File: config.mk
export PLATFORM = sky130hd
export DESIGN_NAME = spi_slave_if
export DESIGN_NICKNAME = d
export VERILOG_FILES = /design/src/rtl/spi_pkg.sv /design/src/rtl/spi_shift_out.sv /design/src/rtl/spi_slave_if.sv
export SDC_FILE = /design/constraint.sdc
export NUM_CORES = 1
export LEC_CHECK = 0
export CAP_MARGIN = 20
export CORE_MARGIN = 2
export CORE_UTILIZATION = 55
export CTS_BUF_LIST = sky130_fd_sc_hd__clkbuf_8
export CTS_CLUSTER_SIZE = 40
export DETAILED_ROUTE_END_ITERATION = 16
export GPL_TIMING_DRIVEN = 0
export PLACE_DENSITY_LB_ADDON = 0.08
export SETUP_SLACK_MARGIN = 0.15
export SLEW_MARGIN = 40
export SYNTH_ARGS = -nofsm -noshare
export SYNTH_HDL_FRONTEND = slang
export SYNTH_SLANG_ARGS = --single-unit
File: constraint.sdc
create_clock -name clk -period 2.6 [get_ports clk]
set_input_delay 0.26 -clock clk [delete_from_list [all_inputs] [get_ports clk]]
set_output_delay 0.26 -clock clk [all_outputs]
set_load 0.05 [all_outputs]
File: src/rtl/spi_pkg.sv
// -----------------------------------------------------------------------------
// spi_pkg
// Shared definitions for the SPI memory-slave front end.
//   - Default widths for the received command word and the returned read byte.
//   - Receive/transmit FSM state encoding.
//   - Two-bit command codes carried in bits [9:8] of every received word.
// -----------------------------------------------------------------------------
package spi_pkg;

    localparam int SPI_WORD_W = 10;
    localparam int SPI_DATA_W = 8;

    typedef enum logic [2:0] {
        IDLE      = 3'd0,
        CHK_CMD   = 3'd1,
        WRITE     = 3'd2,
        READ_ADD  = 3'd3,
        READ_DATA = 3'd4
    } state_e;

    localparam logic [1:0] CMD_WR_ADDR = 2'b00;
    localparam logic [1:0] CMD_WR_DATA = 2'b01;
    localparam logic [1:0] CMD_RD_ADDR = 2'b10;
    localparam logic [1:0] CMD_RD_DATA = 2'b11;

endpackage

File: src/rtl/spi_shift_out.sv
// -----------------------------------------------------------------------------
// spi_shift_out
// Parallel-load, MSB-first serialiser that drives the MISO line.
// Ports:
//   clk_i    : clock, output bit changes on the rising edge
//   rst_i    : synchronous active-high reset
//   clear_i  : abandon any transfer in progress and force the output low
//   load_i   : capture data_i and launch its MSB on the same edge (when idle)
//   data_i   : byte to serialise
//   bit_o    : serial output, low whenever no transfer is in progress
//   busy_o   : a transfer is in progress (load_i is ignored while high)
//   done_o   : the next edge launches the final (LSB) bit
// -----------------------------------------------------------------------------
module spi_shift_out
    import spi_pkg::*;
#(
    parameter int DATA_W = SPI_DATA_W
) (
    input  logic              clk_i,
    input  logic              rst_i,
    input  logic              clear_i,
    input  logic              load_i,
    input  logic [DATA_W-1:0] data_i,
    output logic              bit_o,
    output logic              busy_o,
    output logic              done_o
);

    localparam int CW = $clog2(DATA_W + 1);

    logic [DATA_W-1:0] shreg_q, shreg_d;
    logic [CW-1:0]     left_q, left_d;
    logic              busy_q, busy_d;
    logic              bit_q, bit_d;

    // Next-state logic. The MSB is launched on the load edge itself, so the
    // shift register only keeps the bits still to be sent and left_q counts
    // them down. Once it reaches zero the line returns low on the next edge.
    always_comb begin
        shreg_d = shreg_q;
        left_d  = left_q;
        busy_d  = busy_q;
        bit_d   = bit_q;
        if (clear_i) begin
            shreg_d = '0;
            left_d  = '0;
            busy_d  = 1'b0;
            bit_d   = 1'b0;
        end else if (busy_q) begin
            if (left_q != '0) begin
                bit_d   = shreg_q[DATA_W-1];
                shreg_d = {shreg_q[DATA_W-2:0], 1'b0};
                left_d  = left_q - CW'(1);
            end else begin
                bit_d  = 1'b0;
                busy_d = 1'b0;
            end
        end else if (load_i) begin
            bit_d   = data_i[DATA_W-1];
            shreg_d = {data_i[DATA_W-2:0], 1'b0};
            left_d  = CW'(DATA_W - 1);
            busy_d  = 1'b1;
        end
    end

    // State registers.
    always_ff @(posedge clk_i) begin
        if (rst_i) begin
            shreg_q <= '0;
            left_q  <= '0;
            busy_q  <= 1'b0;
            bit_q   <= 1'b0;
        end else begin
            shreg_q <= shreg_d;
            left_q  <= left_d;
            busy_q  <= busy_d;
            bit_q   <= bit_d;
        end
    end

    assign bit_o  = bit_q;
    assign busy_o = busy_q;
    assign done_o = busy_q && !clear_i && (left_q == CW'(1));

endmodule

File: src/rtl/spi_slave_if.sv
// -----------------------------------------------------------------------------
// spi_slave_if
// Serial front end of the SPI memory slave. Assembles MOSI frames into
// {cmd[1:0], payload[7:0]} words for the RAM and serialises the RAM's read
// byte back out on MISO. One bit per clk, no oversampling.
// Ports:
//   clk      : SPI clock; MOSI sampled and MISO updated on the rising edge
//   rst      : synchronous active-high reset
//   SS_n     : active-low slave select; high ends or aborts the frame
//   MOSI     : serial data in, MSB first
//   MISO     : serial data out, MSB first
//   rx_data  : assembled command word to the RAM
//   rx_valid : one-cycle strobe qualifying rx_data
//   tx_data  : read byte from the RAM
//   tx_valid : strobe qualifying tx_data
// -----------------------------------------------------------------------------
module spi_slave_if
    import spi_pkg::*;
#(
    parameter int WORD_W = SPI_WORD_W,
    parameter int DATA_W = SPI_DATA_W
) (
    input  logic              clk,
    input  logic              rst,
    input  logic              SS_n,
    input  logic              MOSI,
    output logic              MISO,
    output logic [WORD_W-1:0] rx_data,
    output logic              rx_valid,
    input  logic [DATA_W-1:0] tx_data,
    input  logic              tx_valid
);

    // After CHK_CMD takes the first bit, the remaining WORD_W-1 bits are
    // counted here; reaching this value means the word is complete.
    localparam logic [3:0] LAST_CNT = 4'(WORD_W - 1);

    state_e            state_q, state_d;
    logic [3:0]        cnt_q, cnt_d;
    logic [WORD_W-1:0] shift_q, shift_d;
    logic [WORD_W-1:0] rx_data_q, rx_data_d;
    logic              rx_valid_q, rx_valid_d;
    logic              rx_done_q, rx_done_d;
    logic              rd_addr_seen_q, rd_addr_seen_d;
    logic              tx_taken_q, tx_taken_d;

    logic              tx_load;
    logic              tx_busy;
    logic              tx_done;

    // Next-state and datapath control. SS_n high wins over everything except
    // reset: the frame is dropped, partial words are discarded and MISO is
    // forced low through the serialiser's clear. rx_done_q keeps a frame to a
    // single strobe; tx_taken_q keeps a read frame to a single byte latch.
    always_comb begin
        state_d        = state_q;
        cnt_d          = cnt_q;
        shift_d        = shift_q;
        rx_data_d      = rx_data_q;
        rx_valid_d     = 1'b0;
        rx_done_d      = rx_done_q;
        rd_addr_seen_d = rd_addr_seen_q;
        tx_taken_d     = tx_taken_q;
        tx_load        = 1'b0;

        if (SS_n) begin
            state_d    = IDLE;
            cnt_d      = '0;
            rx_done_d  = 1'b0;
            tx_taken_d = 1'b0;
        end else begin
            case (state_q)
                IDLE: begin
                    state_d = CHK_CMD;
                    cnt_d   = '0;
                    shift_d = '0;
                end
                CHK_CMD: begin
                    shift_d    = {shift_q[WORD_W-2:0], MOSI};
                    cnt_d      = '0;
                    rx_done_d  = 1'b0;
                    tx_taken_d = 1'b0;
                    if (!MOSI) begin
                        state_d = WRITE;
                    end else if (!rd_addr_seen_q) begin
                        state_d = READ_ADD;
                    end else begin
                        state_d = READ_DATA;
                    end
                end
                WRITE, READ_ADD, READ_DATA: begin
                    if (!rx_done_q) begin
                        if (cnt_q != LAST_CNT) begin
                            shift_d = {shift_q[WORD_W-2:0], MOSI};
                            cnt_d   = cnt_q + 4'd1;
                        end else begin
                            rx_data_d  = shift_q;
                            rx_valid_d = 1'b1;
                            rx_done_d  = 1'b1;
                            if (state_q == READ_ADD) begin
                                rd_addr_seen_d = 1'b1;
                            end
                        end
                    end else if (state_q == READ_DATA) begin
                        if (tx_valid && !tx_taken_q && !tx_busy) begin
                            tx_load    = 1'b1;
                            tx_taken_d = 1'b1;
                        end
                        if (tx_done) begin
                            rd_addr_seen_d = 1'b0;
                        end
                    end
                end
                default: begin
                    state_d = IDLE;
                end
            endcase
        end
    end

    // State and datapath registers.
    always_ff @(posedge clk) begin
        if (rst) begin
            state_q        <= IDLE;
            cnt_q          <= '0;
            shift_q        <= '0;
            rx_data_q      <= '0;
            rx_valid_q     <= 1'b0;
            rx_done_q      <= 1'b0;
            rd_addr_seen_q <= 1'b0;
            tx_taken_q     <= 1'b0;
        end else begin
            state_q        <= state_d;
            cnt_q          <= cnt_d;
            shift_q        <= shift_d;
            rx_data_q      <= rx_data_d;
            rx_valid_q     <= rx_valid_d;
            rx_done_q      <= rx_done_d;
            rd_addr_seen_q <= rd_addr_seen_d;
            tx_taken_q     <= tx_taken_d;
        end
    end

    spi_shift_out #(
        .DATA_W (DATA_W)
    ) u_shift_out (
        .clk_i   (clk),
        .rst_i   (rst),
        .clear_i (SS_n),
        .load_i  (tx_load),
        .data_i  (tx_data),
        .bit_o   (MISO),
        .busy_o  (tx_busy),
        .done_o  (tx_done)
    );

    assign rx_data  = rx_data_q;
    assign rx_valid = rx_valid_q;

endmodule

Word-level counts from Yosys, hierarchy flattened

Index checks and enable logic that the tools add are counted.

Input port bits: 13
Bits in registers: 45
Output and inout bits: 12

Mux-type cells: 38
Bitwise logic cells: 4
Add/subtract/negate cells: 2
Reductions and logical operators: 24
Eq/ne operators: 15

Operator list:

| kind                | number |
|---|---|
| $pmux 10 s3         | 1 |
| $mux 8              | 3 |
| $mux 1              | 21 |
| $mux 10             | 2 |
| $mux 4              | 5 |
| $ne 2x2->1 const B  | 7 |
| $reduce_and 4->1    | 3 |
| $pmux 3 s3          | 1 |
| $pmux 4 s2          | 1 |
| $reduce_bool 2->1   | 4 |
| $eq 3x2->1 const B  | 2 |
| $mux 3              | 2 |
| $reduce_and 6->1    | 1 |
| $add 4x1->4 const B | 1 |
| $eq 4x1->1 const B  | 1 |
| $logic_and 1x1->1   | 4 |
| $ne 2x1->1 const B  | 2 |
| $ne 4x4->1 const B  | 1 |
| $not 1->1           | 4 |
| $pmux 1 s2          | 2 |
| $reduce_bool 4->1   | 1 |
| $reduce_or 2->1     | 2 |
| $reduce_or 4->1     | 1 |
| $sub 4x1->4 const B | 1 |
| 8 further kinds     | 10 |

Logic depth before layout (Yosys ltp)

Gate-level depths: netlist (run 1).

Depth in word-level cells: 10
Mapped depth: 7
Mapped depth without buffers: 6

Modules after synthesis

Synthesis (run 1) repeated with hierarchy kept, for this count alone.

Cell total of the unflattened synthesis: 217
Area, all modules: 2077.0 um2

By module, submodules not included:

| module        | times used | cells an instance | area each (um2) |
|---|---|---|---|
| spi_slave_if  | 1          | 146               | 1395.1 |
| spi_shift_out | 1          | 71                | 681.9 |

Worst setup path before layout (run 1)

No wires, ideal clock.

Kind: register to register
From: register u_shift_out.left_q[0]
To: register u_shift_out.shreg_q[2]
Library setup time: 0.079 ns
Stages on the path, launching flop included: 8
Path slack: 1.098 ns
Arrival time: 1.422 ns
Cells stage by stage: dfxtp_1 > inv_1 > ha_1 > nor3b_1 > o2bb2ai_2 > buf_6 > nor2_1 > a211oi_2

Cells in the longest elaborated chain, start to end: 3

Ends and longest elaborated chain:

| what                              | line                | RTL |
|---|---|---|
| start: declaration                | spi_shift_out.sv:32 | `logic [CW-1:0] left_q, left_d;` |
| start signal: assignment          | spi_shift_out.sv:75 | `left_q <= left_d;` |
| $reduce_bool 4->1                 | spi_shift_out.sv:50 | `if (left_q != '0) begin` |
| $ne 2x2->1 (no source line)       | n/a                 |  |
| $reduce_and 2->1 (no source line) | n/a                 |  |
| end signal: assignment            | spi_shift_out.sv:74 | `shreg_q <= shreg_d;` |
| end: declaration                  | spi_shift_out.sv:31 | `logic [DATA_W-1:0] shreg_q, shreg_d;` |

Every way passes these cells.
A chain may end at the register's enable or synchronous reset.

Final worst setup path (run 1)

From: register u_shift_out.left_q[0]
To: register u_shift_out.shreg_q[3]

Same word-level chain as after synthesis.

==> flow_metrics.py, run 1 <==
metrics = {
    "status": {
        "status": "finished, final reports clean",
    },
    "setup_path": {
        "r2r_setup_slack_ns": 0.87,
        "worst_ep_arrival_time_ns": 1.95,
        "start_kind": "flip-flop",
        "cp-endpoint": "u_shift_out.shreg_q[3]",
        "critPathLaunch": "u_shift_out.left_q[0]",
        "path_class": "flip-flop to flip-flop",
        "r2r_cells": 7,
        "regToRegStartpoint": "u_shift_out.left_q[0]",
        "crit_path_end_kind": "flip-flop",
        "cp_max_fo": 10,
        "reg2reg_to": "u_shift_out.shreg_q[3]",
        "worstPathRequired_ns": 2.82,
    },
    "timing": {
        "max_slew.worst_pin.slew_ns": 0.5962,
        "rsz0062_at_grt": "no",
        "post-route-period-util": 0.6647,
        "tns_ns": 0,
        "final-setup-viol-count": 0,
        "finalClockSkew_ns": 0.004084,
        "layout_min_cycle_time_ns": 1.728,
        "finalMaxSlewViolations": 0,
        "slew_headroom": 0.6004,
        "setup_ws_ns": 0.8717,
        "finalHoldViolCount": 0,
        "fmax_mhz": 578.6,
    },
    "routing": {
        "drt_iter0_drc": 101,
        "drt_wl_total_um": 3762,
        "wl_per_cell_um": 12.75,
        "vias": 1549,
        "antenna_left": 0,
        "routed_via_density": 5.251,
        "first_pass_iters": 4,
        "drc_errors": 0,
    },
    "cells_and_area": {
        "final_common_cell": "dfxtp_1",
        "seqCellArea_um2": 880.8,
        "multi_input_area_mm2": 0.001039,
        "antenna_cells": 0,
        "layout-drive-gt1-share": 0.1053,
        "final_cell_mix": "dfxtp_1, nor2_1, mux2i_1, clkdlybuf4s50_1, nand2_1",
        "syn_to_final_growth_pct": 18.78,
        "nNetsFinal": 264,
        "fillers": 321,
    },
    "placed_design": {
        "dpl.hpwl_um": 2759,
        "gp_congestion": 0.7880,
        "portBuffers": 24,
        "dp_slack_ns": 0.6510,
    },
    "yosys": {
        "synthDistinctLibCells": 46,
        "synth_top_family_by_area": "simple AND/OR/NAND/NOR gates",
        "synth_mux_area_frac": 0.1281,
        "synth-seq-cells": 44,
        "synthXorXnorAreaFrac": 0,
        "syn_area_per_cell_um2": 9.407,
        "yosys.area_share.simple": 0.2026,
        "synth_ff_type": "dfxtp_1",
        "synth-compound-area-share": 0.1558,
        "synth_top_area_share": 0.4335,
        "synth_edf_count": 0,
        "synth_warnings": 0,
        "synthCells": 216,
        "synth_largest_area_cell": "dfxtp_1",
        "synth_fa_ha_area_frac": 0.02463,
        "synthTopCellsByArea": "dfxtp_1, mux2i_1, nor2_1",
        "synth.yosys.seq_area_share": 0.4335,
        "async_reset_ff_frac": 0,
        "synthesis.nets": 233,
        "syn-cell-area_mm2": 0.002032,
    },
    "floorplanning": {
        "num_rows": 22,
        "ioPinCount": 25,
        "start_util": 0.5635,
        "core_mm2": 0.003606,
        "fp.dieH_um": 64.78,
        "fp.dieW_um": 64.78,
        "dieArea_mm2": 0.004196,
    },
    "global_routing": {
        "grt_pass1_vias": 1535,
        "antenna_found_initial": 0,
        "grt_usage": 0.2073,
        "overflow": 0,
        "grt_max_degree": 14,
        "grt_pass1_wl_um": 6693,
    },
    "clock_network": {
        "hold_buffers": 0,
        "clk_latency_ns": 0.30,
        "cts_root_buf": "clkbuf_8",
        "h-tree-depth": 2,
        "clock_path_buffers": 2,
        "cts_buffers": 5,
        "tritoncts": "yes",
        "cts.sinks": 44,
        "cts_setup_buffers": 0,
        "cts-resized-gates": 0,
        "clk_pin_slew_worst_paths_ns": 0.08,
    },
    "run": {
        "maxCapViolations": 0,
    },
    "pwr": {
        "cellPowerDensity_mw_per_mm2": 479.3,
        "leakagePower_uw": 0.0009070,
        "vdd_drop_max_mv": 0.4253,
    },
    "hold_path": {
        "hp-class": "flip-flop to flip-flop",
    },
}
==> sequential cells by signal (all words and copies together) (netlist names) <==
name / count
u_shift_out.bit_o: 1
tx_taken_q: 1
u_shift_out.busy_o: 1
rx_valid: 1
rx_done_q: 1
state_q: 3
u_shift_out.shreg_q: 7
cnt_q: 4
u_shift_out.left_q: 4
rd_addr_seen_q: 1
rx_data: 10
shift_q: 10
==> power breakdown <==
| part | leakage [µW] | switching, µW | internal [µW] |
|---|---|---|---|
| clock | 0.0000400 | 229 | 182 |
| combinational | 0.000512 | 34.3 | 32.9 |
| sequential | 0.000355 | 2.71 | 675 |
| total | 0.000907 | 267 | 890 |
==> per-stage QoR <==
| stage | instances | area [µm²] | total power [µW] | util | hold WS (ns) |
|---|---|---|---|---|---|
| finish | 295 | 2414 | 1157 | 0.6693 | 0.4827 |
| global placement | 288 | 2332 | 761.8 | 0.6468 | 0.4684 |
| detailed placement | 288 | 2332 | 761.5 | 0.6468 | 0.4740 |
| global route | 295 | 2414 | 1201 | 0.6693 | 0.4919 |
| CTS | 295 | 2414 | 1165 | 0.6693 | 0.4856 |
| floorplan | 216 | 2032 | 731.2 | - | 0.4021 |
==> per-layer routing <==
metal  up-vias  GRT usage  wire length (µm)
li1        814          -                 -
met1       715     0.2613              1900
met2        15     0.3402              1701
met3         5    0.05729               103
met4         0    0.07181                56
met5         -          0                 0
==> cell usage after synthesis, drive strengths merged (3+ instances only) <==
cell / instances
a21oi: 6
nand2b: 11
nor3: 4
a211oi: 8
o21ai: 5
inv: 11
nor2: 27
nor2b: 3
dfxtp: 44
buf: 8
o2111ai: 3
nand2: 19
mux2i: 26
ha: 4
clkbuf: 4
==> worst max-delay path, stage by stage, from the launching register on <==
cell and delay, ns:
dfxtp_1 0.43, inv_1 0.07, ha_1 0.22, nor3b_1 0.16, o2bb2ai_2 0.34, buf_6 0.20
nor2_1 0.06, a211oi_2 0.17
==> worst min-delay path by stage <==
stage	start	slack, ns	cells after the start	to
2_1_floorplan	MOSI	0.40	2	shift_q[0]
3_3_place_gp	shift_q[9]	0.47	2	shift_q[9]
3_5_place_dp	shift_q[9]	0.47	2	shift_q[9]
4_1_cts	shift_q[9]	0.49	2	shift_q[9]
5_1_grt	shift_q[9]	0.49	2	shift_q[9]
6_report	shift_q[4]	0.48	2	shift_q[5]
==> logic make-up (layout without fill, tap and decap cells) <==
| group | Yosys count | count (layout) |
|---|---|---|
| flip-flops | 44 | 44 |
| adder cells (fa/ha/maj) | 4 | 4 |
| AO/OA/AOI/OAI | 40 | 40 |
| AND/OR/NAND/NOR | 79 | 79 |
| buffers and inverters | 23 | 54 |
| multiplexers | 26 | 26 |
==> cell type report <==
| cell class | count | share of cell area |
|---|---|---|
| buffer | 12 | 0.02955 |
| clock buffer | 5 | 0.02851 |
| clock inverter | 2 | 0.005184 |
| tap | 48 | 0.02488 |
| timing repair buffer | 24 | 0.09953 |
| inverter | 11 | 0.01711 |
| multi-input combinational | 149 | 0.4303 |
| sequential | 44 | 0.3650 |
Note: power is estimated with default switching activity, not from simulation.
==> run 2: changes to the inputs <==
==> constraint.sdc (replaced) <==
create_clock -name clk -period 1.8 [get_ports clk]
set_input_delay 0.18 -clock clk [delete_from_list [all_inputs] [get_ports clk]]
set_output_delay 0.18 -clock clk [all_outputs]
set_load 0.05 [all_outputs]
==> flow_metrics.py, run 2 (synthesized netlist as in run 1, its figures left out) <==
metrics = {
    "status": {
        "status": "finished, final reports clean",
    },
    "placed_design": {
        "place_inst": 288,
        "dpl.hpwl_um": 2759,
        "dp_slack_ns": -0.06899,
        "portBuffers": 24,
        "place_area_mm2": 0.002332,
        "gp_congestion": 0.7880,
    },
    "setup_path": {
        "crit_path_end_kind": "output pin",
        "cp_top_family": "buffers and inverters",
        "path_class": "flip-flop to output pin",
        "cp_max_fo": 2,
        "path_cells": "clkdlybuf4s50_1",
        "worst_ep_arrival_time_ns": 1.43,
        "start_kind": "flip-flop",
        "cpPeakStageDelay_ns": 0.80,
        "worstPathRequired_ns": 1.62,
        "slowest_stage": "clkdlybuf4s50_1",
        "cp_num_buf_inv": 1,
    },
    "cells_and_area": {
        "antenna_cells": 0,
        "layout-drive-gt1-share": 0.1468,
        "final_cells": 300,
        "final_cell_mix": "dfxtp_1, nor2_1, mux2i_1, nand2_1, clkdlybuf4s50_1",
        "nNetsFinal": 269,
        "syn_to_final_growth_pct": 23.52,
        "final_common_cell": "dfxtp_1",
        "final_cell_area_mm2": 0.002510,
    },
    "global_routing": {
        "grt_pass1_vias": 1557,
        "grt_pass1_wl_um": 6789,
        "overflow": 0,
        "grt_max_degree": 14,
        "grt_usage": 0.2103,
        "antenna_found_initial": 0,
    },
    "clock_network": {
        "clk_pin_slew_worst_paths_ns": 0.08,
        "cts.sinks": 44,
        "tritoncts": "yes",
        "hold_buffers": 0,
        "clk_latency_ns": 0.29,
        "cts_buffers": 5,
        "clock_path_buffers": 2,
        "h-tree-depth": 2,
        "cts_root_buf": "clkbuf_8",
    },
    "timing": {
        "tns_ns": 0,
        "finalMaxSlewViolations": 0,
        "finalHoldViolCount": 0,
        "fmax_mhz": 619.6,
        "slew_headroom": 0.6049,
        "setup_ws_ns": 0.1862,
        "max_slew.worst_pin.slew_ns": 0.5927,
        "final-setup-viol-count": 0,
        "layout_min_cycle_time_ns": 1.614,
        "rsz0062_at_grt": "yes",
        "whs_ns": 0.4828,
        "finalClockSkew_ns": 0.005015,
        "post-route-period-util": 0.8966,
    },
    "routing": {
        "drt_wl_total_um": 4094,
        "drc_errors": 0,
        "vias": 1619,
        "antenna_left": 0,
        "first_pass_iters": 4,
        "drt_iter0_drc": 81,
        "wl_per_cell_um": 13.65,
        "routed_via_density": 5.397,
    },
    "floorplanning": {
        "dieArea_mm2": 0.004196,
        "start_util": 0.5635,
        "fp.dieW_um": 64.78,
        "num_rows": 22,
        "core_mm2": 0.003606,
        "ioPinCount": 25,
        "fp.dieH_um": 64.78,
    },
    "pwr": {
        "vdd_drop_max_mv": 0.6293,
        "p_sw_uw": 389.6,
        "p_int_uw": 1289,
        "pwr-share-comb": 0.062,
        "leakagePower_uw": 0.001090,
        "seqPwrFrac": 0.583,
        "switching_share": 0.2321,
        "cellPowerDensity_mw_per_mm2": 669.0,
        "clock_power_share": 0.354,
    },
    "hold_path": {
        "hp-class": "flip-flop to flip-flop",
    },
    "run": {
        "maxCapViolations": 0,
    },
}
## run 2: cell count changes in the layout (fill, tap and decap cells not counted), sizes merged
| cell | before | now |
|---|---|---|
| dlymetal6s2s | 0 | 8 |
| buf | 8 | 14 |
| clkbuf | 9 | 8 |
| clkdlybuf4s50 | 24 | 16 |
## run 2: path summary, 6_finish.rpt
kind,start,end,slack [ns],cells past startpoint
worst max-delay path,rx_data[4],rx_data[4],0.19,1
worst min-delay path,shift_q[4],shift_q[5],0.48,2
worst max register to register,u_shift_out.left_q[0],u_shift_out.shreg_q[6],0.24,7
worst min register to register,shift_q[4],shift_q[5],0.48,2
## run 2: routing by layer
layer,track usage,vias up,routed length [µm]
met4,0.07181,0,56
met1,0.2634,763,1990
li1,-,830,-
met3,0.05729,5,110
met2,0.3479,21,1937
met5,0,-,0
## run 2: area by class of cell
class / instances / area, µm²
Timing Repair Buffer: 30 / 309.0
Inverter: 11 / 41.29
Fill cell: 311 / 1096
Tap cell: 48 / 60.06
Buffer: 11 / 75.07
Sequential cell: 44 / 885.9
Clock buffer: 5 / 68.82
Multi-Input combinational cell: 149 / 1057
Clock inverter: 2 / 12.51
## run 2: tightest hold or removal path, stage by stage, from the launching register on
cell     delay (ns)
dfxtp_1        0.33
nand2_1        0.06
mux2i_1        0.06
## run 2: timing repair
item | in CTS | in global routing
pin swaps | 1 | 2
endpoints found under the hold margin | 0 | 0
setup buffers | 2 | 2
setup endpoints to repair | 4 | 42
gates cloned | 0 | 2
gates resized for setup | 1 | 21
## run 2: power by group through the flow
| stage | Clock (µW) | Sequential [µW] | Combinational [µW] |
|---|---|---|---|
| after detailed placement | 0 | 1000 | 97.4 |
| after global routing | 645 | 980 | 114 |
| after CTS | 606 | 979 | 98.9 |
| after global placement | 0 | 1000 | 98.0 |
| final | 595 | 980 | 104 |
| after floorplan | 0 | 1000 | 54.5 |
## run 2: per-stage QoR
step	utilization	power, µW
floorplan	-	1056
detailed placement	0.6468	1100
CTS	0.6745	1684
global route	0.6960	1740
global placement	0.6468	1100
finish	0.6960	1679
==> RTL change 1 (config.mk and constraints of run 2) <==
Change the package constant `SPI_WORD_W` from 10 to 8.
--- a/src/rtl/spi_pkg.sv
+++ b/src/rtl/spi_pkg.sv
@@ -8,5 +8,5 @@
 package spi_pkg;
 
-    localparam int SPI_WORD_W = 10;
+    localparam int SPI_WORD_W = 8;
     localparam int SPI_DATA_W = 8;
 
Ports: changed (resized rx_data); port bits go from 25 to 23. The function was not compared with the original's and may differ.
==> RTL change 1 against run 2 <==
Combinational power fell by 6%. Worst setup slack lost 0.13 ns. Count of clock-buffer cells in the layout rose by 1. Sequential cell count fell by 4. Sequential power decreased by 9.3%. Critical path depth grew 4. Power down 4.1%. First-iteration DRC count is 21% higher. Routed wire length increased by 5.3%. Register-to-register slack got worse by 0.19 ns. Final area fell by 5.0%. Synthesized area shrank 11%. Non-clock buffer count rose by 2. Critical path type is now register to register. Critical endpoint is now u_shift_out.left_q[2].
==> RTL change 1: results (changes against run 2) <==
DR iter-0 viols 98 (+21%); status complete, no violations; cell total after placement 274 (-4.9%); met2 Track Usage GR 35.3% (+0.46 points); worst reg2reg startpoint state_q[1]; gpl congestion 0.848 (+7.6%); largest net degree at the start of global routing 13 (-1); hpwl dp 2.74 mm (-0.80%); routing usage on met3 6.30% (+0.57 points); capturing point of the worst reg2reg path u_shift_out.left_q[2]; Max stage delay on crit path 0.57 ns (-0.23 ns); M1 wire length 1.94 mm (-2.5%); Critical-path top delay cell or4b_4; routing usage on met1 29.6% (+3.3 points); Tightest Pin Transition 0.615 ns (+0.0224 ns); Peak supply drop 0.000559 V (-11%); DR top layer met4; LEAKAGE 0.944 nW (-13%); Synth Area in Adders 2.08% (-0.39 points); first-pass GRT wire length 6.21 mm (-8.5%); DR WL met2 2.03 mm (+4.7%); top cells by count, synth dfxtp_1 (40), nor2_1 (28), o21ai_0 (21), mux2i_1 (15), nand2_1 (13); compound-gate portion of the synthesized area 18.6% (+3.0 points); GR Util All Layers 22.6% (+1.5 points); Yosys cell types 40 (-13%); Crit Path Max Fanout 5 (+3); cell count after synthesis 208 (-3.7%); layout cells sized above 1 20.3% (+5.6 points); clock skew 0.0120 ns (+0.00701 ns); sequential area share after synthesis 44.3% (+0.97 points); R2R Setup Slk 0.05 ns (-0.19 ns); worst r2r path cells 5 (-2); worst hold slack 0.470 ns (-0.0125 ns); end of the worst hold path tx_taken_q; pre-CTS setup slack -0.188 ns (-0.119 ns); Worst path top cell family by delay simple AND/OR/NAND/NOR gates; Routed WL 4.31 mm (+5.3%); buffers added on ports 22 (-8.3%); routed vias/inst 5.74 (+6.5%); mux share of post-synthesis cell area 8.93% (-3.9 points); Worst Hold Launch tx_taken_q; number of global-route vias before repair 1430 (-8.2%); Placed Area 0.00208 mm2 (-11%); vias 1666 (+2.9%); synth top area cells dfxtp_1 (44%), mux2i_1 (8.3%), nor2_1 (5.8%)
==> RTL change 1: worst max-delay path by stage <==
stage	slack, ns	depth (start not counted)	from	to
CTS	0.08	6	state_q[0]	shift_q[4]
global placement	-0.13	6	SS_n	u_shift_out.shreg_q[6]
floorplan	0.18	6	cnt_q[0]	shift_q[0]
detailed placement	-0.19	6	cnt_q[0]	shift_q[3]
global route	0.04	5	state_q[1]	u_shift_out.left_q[2]
finish	0.05	5	state_q[1]	u_shift_out.left_q[2]
==> RTL change 1: cell type report <==
class	count	area [um2]
Clock buffer	6	82.6
Sequential cell	40	808
Timing Repair Buffer	30	293
Tap cell	44	55.1
Clock inverter	2	10.0
Inverter	7	26.3
Multi-Input combinational cell	148	1020
Fill cell	226	694
Buffer	13	86.3
==> RTL change 1: power breakdown <==
| part | switching [W] | internal (W) |
|---|---|---|
| clock network | 0.000317 | 0.000306 |
| logic | 0.0000513 | 0.0000470 |
| registers | 0.00000272 | 0.000887 |
| total | 0.000371 | 0.00124 |
==> RTL change 1: logic make-up (layout without fill, tap and decap cells) <==
group	Yosys count	count (layout)
AND/OR/NAND/NOR	77	77
adder cells (fa/ha/maj)	3	3
AO/OA/AOI/OAI	52	52
multiplexers	16	16
flip-flops	40	40
buffers and inverters	20	58
==> RTL change 1: worst min-delay path, stage by stage, from the launching register on <==
cell     delay, ns
dfxtp_1       0.32
nand2_1       0.05
a21oi_1       0.05
==> RTL change 1: timing repair <==
action | in CTS | in global routing
resized for setup | 10 | 46
pin swaps | 2 | 4
buffers inserted | 5 | 3
endpoints found under the setup margin | 23 | 36
hold endpoints to repair | 0 | 0
==> RTL change 2 (flow settings as in run 2) <==
Made on the original files. Reset style: asynchronous (`rst` and `rst_i`), changed in 2 clocked blocks. Comments in the files are not updated.
--- a/src/rtl/spi_shift_out.sv
+++ b/src/rtl/spi_shift_out.sv
@@ -65,5 +65,5 @@
 
     // State registers.
-    always_ff @(posedge clk_i) begin
+    always_ff @(posedge clk_i or posedge rst_i) begin
         if (rst_i) begin
             shreg_q <= '0;
--- a/src/rtl/spi_slave_if.sv
+++ b/src/rtl/spi_slave_if.sv
@@ -120,5 +120,5 @@
 
     // State and datapath registers.
-    always_ff @(posedge clk) begin
+    always_ff @(posedge clk or posedge rst) begin
         if (rst) begin
             state_q        <= IDLE;
Formal check against the unedited RTL: no difference found for any inputs over 10 cycles, from zero or initial values and one cycle with rst high; that may be too few to reach the edited logic, so the function may still have changed.
==> RTL change 2 against run 2 <==
The flow now finishes with violations (negative setup slack). Worst hold slack got worse by 0.20 ns. Die area rose by 5.2%. Global-route usage rose by 3.9 points. Final cell count rose by 1.3%. Register-to-register slack got worse by 0.34 ns. Final area rose by 21%. Sequential share of layout area rose by 0.90 points. Worst setup slack got worse by 0.29 ns. Routed wire length rose by 31%. Critical path depth rose by 6. Synthesized area rose by 5.5%. First-iteration DRC count rose by 74%. Sequential cell count did not move.
Power is not compared: it rests on default switching activity, and its combinational part moved more than twofold at a synthesized area within 25%.
==> RTL change 2: results (changes against run 2) <==
gpl congestion 0.860 (+9.1%); count of final setup violators 29 (+29); Tightest Pin Transition 0.566 ns (-0.0268 ns); layout cells sized above 1 32.0% (+17 points); buffers added on ports 24 (unchanged); Syn Nets 215 (-7.7%); Peak supply drop between 0.0006 and 0.0007 V; Post-synth ARST share 100% (+100 points); GR Util All Layers 25.0% (+3.9 points); number of global-route vias before repair 1753 (+13%); clock insertion delay at the later pin of the skew report approximately 0.30 ns; clock skew 0.0107 ns (+0.00571 ns); ys flop type dfrtp_1; status complete, but fails checks; sequential area share after synthesis 51.3% (+8.0 points); DR iter-0 viols 141 (+74%); clock tree buffer depth 2 (unchanged); failing checks negative setup slack; TritonCTS Buffers 5 (unchanged); Setup TNS -1.54 ns (-1.54 ns); synth top area cells dfrtp_1 (51%), mux2i_1 (9.3%), mux2_2 (5.3%); Worst Hold Class input port to asynchronous set/reset pin; Worst path top cell family by delay compound AO/OA/AOI/OAI gates; top cells by count, synth dfrtp_1 (44), inv_1 (20), mux2i_1 (20), nand2_1 (17), nor2_1 (15); Crit Path Max Fanout 4 (+2); largest net degree at the start of global routing 45 (+31); Pre-antenna DRT Iters 4 (unchanged); first-pass GRT wire length 8.14 mm (+20%); clk root buf clkbuf_8; hpwl dp 2.91 mm (+5.6%); Critical-path top delay cell dfrtp_2; initial antenna violation count 0 (unchanged); # diodes 0 (unchanged); Yosys cell types 41 (-11%); Max stage delay on crit path 0.42 ns (-0.38 ns); Nets 273 (+1.5%); Reg clk slew, reported paths 0.08 ns (about the same); routed vias/inst 5.61 (+3.9%); LEAKAGE 1.43 nW; htree depth 2 (unchanged); min setup slack post-route -0.0995 ns (-0.286 ns); Routed WL per cell 17.6 um (+29%); pre-CTS setup slack -0.211 ns (-0.142 ns); Yosys warning total 0 (unchanged)
## RTL change 2: cell count changes after synthesis, moves of 5 or more
cell      change
dfrtp_1      +44
nand2b_1      -5
mux2i_1       -6
inv_1         +9
mux2_2       +10
nor2_1       -12
dfxtp_1      -44
## RTL change 2: repair_timing
| action | CTS | global route |
|---|---|---|
| endpoints found under the setup margin | 39 | 46 |
| pin swaps | 10 | 16 |
| endpoints found under the hold margin | 0 | 0 |
| buffers inserted | 19 | 6 |
| gates cloned | 2 | 0 |
| resized for setup | 29 | 31 |
## RTL change 2: final timing paths
check	start	endpoint	slack [ns]	depth (start not counted)
worst max register to register	state_q[0]	u_shift_out.shreg_q[1]	-0.1	7
worst min-delay path	rst	shift_q[9]	0.28	2
worst max-delay path	state_q[0]	u_shift_out.shreg_q[1]	-0.1	7
worst min register to register	rx_data[6]	rx_data[6]	0.51	1
max in group asynchronous	rst	state_q[0]	1.12	2
min in group clk	rx_data[6]	rx_data[6]	0.51	1
## RTL change 2: cell families (layout without fill, tap and decap cells)
group / Yosys count / after routing / synth area share (%)
AOI/OAI and AO/OA: 33 / 33 / 12.5
xor gates and xnor gates: 1 / 1 / 0.408
adders and majority gates: 4 / 4 / 2.33
buffers and inverters: 28 / 86 / 5.54
DFF: 44 / 44 / 51.3
muxes: 30 / 30 / 14.6
and+or+nand+nor: 58 / 58 / 13.3
## RTL change 2: metal layers
layer	wire (um)	global-route usage (%)	vias to the layer above
li1	-	-	796
met1	2120	31.2	836
met2	2850	41.1	55
met3	204	4.94	18
met4	184	12.2	0
met5	0	0	-
## RTL change 2: worst register-to-register path, delay by kind of cell, from the launching register on
family / cells / cell delay, ns
compound gates: 2 / 0.54
simple gates: 2 / 0.45
flops: 1 / 0.42
buf+inv: 3 / 0.39
## RTL change 2: where the power goes
group / total, W / switching (W) / internal [W] / leakage [nW]
clock network: 0.000665 / 0.000323 / 0.000342 / 0.0503
logic: 0.000237 / 0.000128 / 0.000110 / 0.774
registers: 0.00102 / 0.0000156 / 0.00101 / 0.608
total: 0.00192 / 0.000466 / 0.00146 / 1.43
## RTL change 2: area by class of cell
cell class / instances / area, um2
Multi-Input combinational cell: 126 / 1110
Sequential cell: 44 / 1100
Fill cell: 213 / 671
Timing Repair Buffer: 51 / 531
Clock buffer: 7 / 96.3
Inverter: 20 / 77.6
Buffer: 8 / 67.6
Tap cell: 48 / 60.1
## RTL change 2: per-stage QoR
step,cells,total power (W),hold WS (ns),instance area [um2]
final,304,0.00192,0.279,3050
after global routing,304,0.00200,0.340,3050
after CTS,298,0.00188,0.295,2880
after detailed placement,270,0.00119,0.493,2520
after global placement,270,0.00119,0.494,2520
after floorplan,198,0.00113,0.317,2220
